[src/rtl/fifo_sync_prog.sv]
// Synchronous FIFO with programmable almost-full/almost-empty thresholds,
// sticky overflow/underflow error and a registered read port.
//
// Ports:
//   clk, reset (sync, active-high)
//   push, data_in           write side
//   pop, data_out, data_valid  read side, 1-cycle latency
//   af_thresh, ae_thresh    live threshold inputs (count units)
//   fill_level, full, empty, almost_full, almost_empty  registered-count status
//   err_clr, error          sticky error with clear
//   peak_level              only when FIFO_PEAK_EN is defined
//
// Optional feature macro: FIFO_PEAK_EN (adds peak_level tracking).
module fifo_sync_prog #(
    parameter int DATA_WIDTH = 10,
    parameter int ADDR_WIDTH = 3
) (
    input  logic                  clk,
    input  logic                  reset,
    input  logic                  push,
    input  logic [DATA_WIDTH-1:0] data_in,
    input  logic                  pop,
    output logic [DATA_WIDTH-1:0] data_out,
    output logic                  data_valid,
    input  logic [ADDR_WIDTH:0]   af_thresh,
    input  logic [ADDR_WIDTH:0]   ae_thresh,
    output logic [ADDR_WIDTH:0]   fill_level,
    output logic                  full,
    output logic                  empty,
    output logic                  almost_full,
    output logic                  almost_empty,
    input  logic                  err_clr,
`ifdef FIFO_PEAK_EN
    output logic [ADDR_WIDTH:0]   peak_level,
`endif
    output logic                  error
);

    localparam int DEPTH = 1 << ADDR_WIDTH;
    localparam logic [ADDR_WIDTH:0] DEPTH_C = (ADDR_WIDTH+1)'(DEPTH);

    logic [DATA_WIDTH-1:0] mem_q [DEPTH];

    logic [ADDR_WIDTH:0]   count_q, count_d;
    logic [ADDR_WIDTH-1:0] wr_ptr_q, wr_ptr_d;
    logic [ADDR_WIDTH-1:0] rd_ptr_q, rd_ptr_d;
    logic [DATA_WIDTH-1:0] data_out_q, data_out_d;
    logic                  data_valid_q, data_valid_d;
    logic                  error_q, error_d;

    logic pop_ok;
    logic push_ok;
    logic overflow;
    logic underflow;

    // Status comes from the registered count only.
    assign empty        = (count_q == '0);
    assign full         = (count_q == DEPTH_C);
    assign almost_full  = (count_q >= af_thresh);
    assign almost_empty = (count_q <= ae_thresh);
    assign fill_level   = count_q;
    assign data_out     = data_out_q;
    assign data_valid   = data_valid_q;
    assign error        = error_q;

    // A push at full is admitted only when a real pop frees a slot;
    // a pop at empty is never admitted, even alongside a push.
    assign pop_ok    = pop & ~empty;
    assign push_ok   = push & (~full | pop_ok);
    assign overflow  = push & ~push_ok;
    assign underflow = pop & empty;

    always_comb begin
        count_d      = count_q
                     + (ADDR_WIDTH+1)'(push_ok)
                     - (ADDR_WIDTH+1)'(pop_ok);
        wr_ptr_d     = wr_ptr_q;
        rd_ptr_d     = rd_ptr_q;
        data_out_d   = data_out_q;
        data_valid_d = 1'b0;
        error_d      = error_q;

        if (push_ok) begin
            wr_ptr_d = wr_ptr_q + 1'b1;
        end
        if (pop_ok) begin
            rd_ptr_d     = rd_ptr_q + 1'b1;
            data_out_d   = mem_q[rd_ptr_q];
            data_valid_d = 1'b1;
        end

        // A fresh error outranks a same-cycle clear.
        if (overflow | underflow) begin
            error_d = 1'b1;
        end else if (err_clr) begin
            error_d = 1'b0;
        end
    end

    always_ff @(posedge clk) begin
        if (reset) begin
            count_q      <= '0;
            wr_ptr_q     <= '0;
            rd_ptr_q     <= '0;
            data_out_q   <= '0;
            data_valid_q <= 1'b0;
            error_q      <= 1'b0;
        end else begin
            count_q      <= count_d;
            wr_ptr_q     <= wr_ptr_d;
            rd_ptr_q     <= rd_ptr_d;
            data_out_q   <= data_out_d;
            data_valid_q <= data_valid_d;
            error_q      <= error_d;
        end
    end

    // Storage is deliberately left unreset.
    always_ff @(posedge clk) begin
        if (push_ok && !reset) begin
            mem_q[wr_ptr_q] <= data_in;
        end
    end

`ifdef FIFO_PEAK_EN
    logic [ADDR_WIDTH:0] peak_q, peak_d;

    always_comb begin
        peak_d = peak_q;
        if (err_clr) begin
            peak_d = count_d;
        end else if (count_d > peak_q) begin
            peak_d = count_d;
        end
    end

    always_ff @(posedge clk) begin
        if (reset) begin
            peak_q <= '0;
        end else begin
            peak_q <= peak_d;
        end
    end

    assign peak_level = peak_q;
`endif

endmodule
[config.mk]
export PLATFORM = sky130hd
export DESIGN_NAME = fifo_sync_prog
export DESIGN_NICKNAME = d
export VERILOG_FILES = /design/src/rtl/fifo_sync_prog.sv
export SDC_FILE = /design/constraint.sdc
export NUM_CORES = 1
export LEC_CHECK = 0
export ABC_CLOCK_PERIOD_IN_PS = 4400
export CAP_MARGIN = 20
export CORE_MARGIN = 5
export CORE_UTILIZATION = 42
export DETAILED_ROUTE_END_ITERATION = 12
export SETUP_SLACK_MARGIN = 0.2
export SLEW_MARGIN = 30
export SYNTH_ARGS = -nofsm -noshare
export SYNTH_HDL_FRONTEND = slang
export SYNTH_SLANG_ARGS = --single-unit
export TNS_END_PERCENT = 10
[constraint.sdc]
create_clock -name clk -period 4.4 [get_ports clk]
set_input_delay 1.32 -clock clk [delete_from_list [all_inputs] [get_ports clk]]
set_output_delay 1.32 -clock clk [all_outputs]
set_load 0.02 [all_outputs]
# After elaboration in Yosys (flattened, before gate mapping)
# Memory sizes are Yosys's and may differ from the RTL's. A register that Yosys moved wholly into a read port is not among the register bits.
# Index checks and enable logic that the tools add are counted.
dict set report totals {
  regBits 12
  ram_bits 80
  input_bits 23
  output_inout_bits 20
  wordCells 31
  n_memories 1
}
dict set report classes {
  add_sub_neg 4
  order_cmp 2
  n_eq_ne 1
  n_mux 5
  n_bitwise 9
  reduce_logical 4
}
# memory depth word_bits read_ports rd_ports_with_merged_regs write_ports line_no
set memory_table {}
lappend memory_table {mem_q 8 10 1 1 1 42} ;# logic [DATA_WIDTH-1:0] mem_q [DEPTH];
# cell count
set ops {}
lappend ops {{adder 3 x 1 -> 3 bit (second input constant)} 2}
lappend ops {{two-way mux 1 bit} 5}
lappend ops {{adder 4 x 1 -> 4 bit} 1}
lappend ops {{AND 1 bit} 4}
lappend ops {{equality test 4 bit (second input constant)} 1}
lappend ops {{greater-or-equal comparator 4 bit} 1}
lappend ops {{<= comparator 4 bit} 1}
lappend ops {{zero test 4 bit} 1}
lappend ops {{subtractor 4 x 1 -> 4 bit} 1}
lappend ops {{NOT 1 bit} 3}
lappend ops {{bitwise OR 1 bit} 2}
lappend ops {{nonzero test 2 bit} 1}
lappend ops {{logical AND 1 bit} 1}
lappend ops {{zero test 1 bit} 1}

# Longest topological paths before layout
# Gate-level depths: netlist of the first run.
dict set report logic_depth {
  depth_word 9
  depth_mapped 12
  mapped_depth_nobuf 11
}

# Worst setup path after synthesis of the first run
# No wires, ideal clock.
dict set report synth_timing {
  kind {input -> output}
  from {input port ae_thresh[1]}
  to {output port almost_empty}
  t_arrival_ns 2.537
  t_required_ns 3.080
  path_slack_ns 0.543
  path_stages 6
  path_buffers 0
  path_cell_list {inv_1 ha_1 nor2b_1 o21a_1 o21a_1 o21ai_0}
}
dict set report synth_between {
  elab_chain_len 1
}
# element line_no
set synth_rtl {}
lappend synth_rtl {{start, declared} 26} ;# input logic [ADDR_WIDTH:0] ae_thresh,
lappend synth_rtl {{<= comparator 4 bit} 60} ;# assign almost_empty = (count_q <= ae_thresh);
lappend synth_rtl {{end, declared} 31} ;# output logic almost_empty,
# Every way passes these cells.

# Worst setup path after layout of the first run
dict set report layout_timing {
  from {input port af_thresh[0]}
  to {output port almost_full}
}
dict set report layout_between {
  elab_chain_len 1
}
# element line_no
set layout_rtl {}
lappend layout_rtl {{start, declared} 25} ;# input logic [ADDR_WIDTH:0] af_thresh,
lappend layout_rtl {{greater-or-equal comparator 4 bit} 59} ;# assign almost_full = (count_q >= af_thresh);
lappend layout_rtl {{end, declared} 30} ;# output logic almost_full,
# Every way passes these cells.

==> results of run 1 <==
## state kept, by name, summed over array words and instances (netlist names)
| signal | flops |
|---|---|
| mem_q | 80 |
| data_out | 10 |
| fill_level | 4 |
| rd_ptr_q | 3 |
| wr_ptr_q | 3 |
| data_valid | 1 |
| error | 1 |
## final cells by class
type / instances / share of cell area, %
flip-flops and latches: 102 / 56.9
multi-input cells: 149 / 25.4
repair buffers: 52 / 9.75
well taps: 133 / 3.33
clock buffers: 12 / 2.90
inverters: 16 / 1.20
clock inverters: 4 / 0.600
## timing repair
action	4_1_cts	5_1_grt
setup endpoints to repair	2	2
pin swaps	0	2
resized for setup	8	3
hold endpoints to repair	0	0
buffers inserted	0	0
## critical path, stage by stage
cell and delay [ns]:
clkdlybuf4s50_1 0.46, ha_1 0.22, nand2b_1 0.14, a21o_1 0.19, a21o_1 0.17, a21o_1 0.17
buf_4 0.15
## where the power goes
| part | leakage [nW] | internal, mW | switching (mW) |
|---|---|---|---|
| Clock | 0.0874 | 0.225 | 0.300 |
| Sequential | 0.903 | 1.12 | 0.0595 |
| Combinational | 0.767 | 0.384 | 0.428 |
## layout by cell type (no fill, tap or decap), drive strengths merged
cell type / Yosys / layout
buf: 10 / 12
and2: 2 / 2
nand3b: 1 / 1
o21a: 2 / 2
clkinvlp: 0 / 1
nand4: 1 / 1
nand2b: 1 / 1
ha: 16 / 16
or3: 1 / 1
a21oi: 1 / 1
o211ai: 2 / 2
a21o: 4 / 4
nand2: 4 / 4
or3b: 2 / 2
a32oi: 1 / 1
o21ai: 3 / 3
a32o: 10 / 10
clkbuf: 2 / 12
dfxtp: 22 / 22
clkdlybuf4s50: 0 / 40
nor2b: 5 / 5
xnor2: 2 / 2
clkinv: 0 / 1
edfxtp: 80 / 80
xor2: 4 / 4
fa: 1 / 1
and2b: 1 / 1
nor3: 4 / 4
nand3: 1 / 1
nor2: 18 / 18
a22oi: 20 / 20
mux2i: 42 / 42
inv: 16 / 18
## worst paths after layout
check,start,end,slack [ns],cells past startpoint
max,af_thresh[0],almost_full,0.27,7
min reg2reg,data_out[8],data_out[8],0.47,1
max reg2reg,fill_level[2],fill_level[2],1.70,11
min,data_out[8],data_out[8],0.47,1
## per-layer routing
| layer | GRT usage, % | up-vias | part of all wire [%] |
|---|---|---|---|
| li1 | - | 1157 | - |
| met1 | 18.8 | 1127 | 45 |
| met2 | 23.1 | 63 | 48 |
| met3 | 4.60 | 12 | 6.1 |
| met4 | 3.61 | 0 | 1.4 |
| met5 | 0 | - | 0 |
## cells by family after synthesis
group | count (synthesis)
AOI/OAI and AO/OA | 43
adders and majority gates | 17
buffers and inverters | 28
and+or+nand+nor | 41
DFF | 102
xor gates and xnor gates | 6
muxes | 42
## through the flow
step	power [mW]	instance area (µm²)	hold WS, ns	setup WS, ns
6_report	2.52	5000	0.474	0.271
5_1_grt	2.67	5000	0.501	0.191
4_1_cts	2.55	4990	0.478	0.150
3_5_place_dp	2.03	4820	0.456	-0.221
3_3_place_gp	2.02	4810	0.451	-0.219
2_1_floorplan	1.76	4220	0.528	0.543
==> results.json, run 1 <==
{
  "htree_levels": 3,
  "hold_violations": 0,
  "hold_buffers": 0,
  "syn2layout_area_growth_pct": 18.4,
  "placedCellCount": 452,
  "path_class": "input pin to primary output",
  "dieArea_um2": 12200,
  "synth_edf_count": 80,
  "cellPowerDensity_nw_per_um2": 504,
  "synth_simple_gate_area_share_pct": 5.04,
  "arrival_ns": 2.81,
  "ios": 43,
  "cts.clk_slew.worst_paths_ns": 0.09,
  "status": "complete, no violations",
  "dp_hpwl_mm": 4.98,
  "ys_seq_elements": 102,
  "place_congestion": 0.718,
  "slew_headroom_pct": 50.7,
  "start_kind": "input pin",
  "grt_usage_pct": 14.3,
  "worstMarginPinSlew_ns": 0.739,
  "synth_area_leaders": "edfxtp_1 (57%), dfxtp_1 (10%), mux2i_1 (10%)",
  "finalCritPeriodShare_pct": 93.8,
  "min_path_type": "register to register",
  "finalSetupViolCount": 0,
  "fin_crit_ns": 4.13,
  "synthMuxAreaShare_pct": 9.95,
  "regArea_um2": 2840,
  "synthXorXnorAreaFrac_pct": 1.24,
  "cts_tree": "done",
  "synth_top_family_by_area": "multiplexers",
  "fin_cells": 468,
  "final_util_pct": 51.2,
  "slew_viol_final": 0,
  "wl_per_cell_um": 17.5,
  "vias": 2359,
  "drive_above_1_share_pct": 10.4,
  "synth_top_area_cell": "edfxtp_1",
  "ys.flop_type": "edfxtp_1",
  "grt_first_pass_wirelength_mm": 12.5,
  "critPathCaptureType": "primary output",
  "synth_compound_area_share_pct": 8.12,
  "fp-row-count": 36,
  "synthAdderAreaFrac_pct": 5.21,
  "syn-cell-area_um2": 4220,
  "cts_root_buffer": "clkbuf_8",
  "leakagePower_nw": 1.76,
  "grt_pass1_vias": 2381,
  "clock_latency_ns": 0.36,
  "nets": 370,
  "die_h_um": 110,
  "fmax_ghz": 0.242,
  "fp.coreArea_um2": 9770,
  "synth.yosys.seq_area_share_pct": 67.3,
  "start_util_pct": 43.2,
  "drt_first_iter_violations": 112,
  "ys_types": 36,
  "avgSynthCellArea_um2": 15.1,
  "synth_fp_nets": 319,
  "die_w_um": 110,
  "cap_viol_max_count": 0,
  "ys_async_sr_fraction_pct": 0,
  "crit_fanout": 1,
  "yosysMostFrequentCell": "edfxtp_1",
  "synth_common_cells": "edfxtp_1 (80), mux2i_1 (42), dfxtp_1 (22)",
  "irDropWorstVdd_uv": 239,
  "yosysWarnings": 0,
  "tns_ns": 0,
  "nFillCells": 846,
  "synth_top_area_share_pct": 56.9,
  "clk_path_buf_depth": 2,
  "antenna_found_initial": 0,
  "drt-total-wl_mm": 8.21,
  "cts_sinks": 102,
  "routed_via_density": 5.04,
  "rsz0062_at_grt": "true",
  "n_antenna_cell": 0,
  "drt_drc_violations_left": 0,
  "dr.pass1.iters": 4,
  "ant_nets": 0,
  "syn_inst": 279,
  "grt_overflow": 0,
  "numCtsBuffers": 9,
  "portBuffers": 42,
  "multi_input_area_um2": 1270,
  "crit_required_ns": 3.08,
  "fin_skew_ns": 0.00969,
  "grt_max_degree": 43
}
Note: power is estimated with default switching activity, not from simulation.
==> run 2: changes to the inputs <==
--- a/config.mk
+++ b/config.mk
@@ -5,7 +5,6 @@
 export SDC_FILE = /design/constraint.sdc
 export NUM_CORES = 1
 export LEC_CHECK = 0
-export ABC_CLOCK_PERIOD_IN_PS = 4400
 export CAP_MARGIN = 20
 export CORE_MARGIN = 5
 export CORE_UTILIZATION = 42
==> results of run 2 <==
No change in the layout: final DEF, timing and power equal those of run 1.
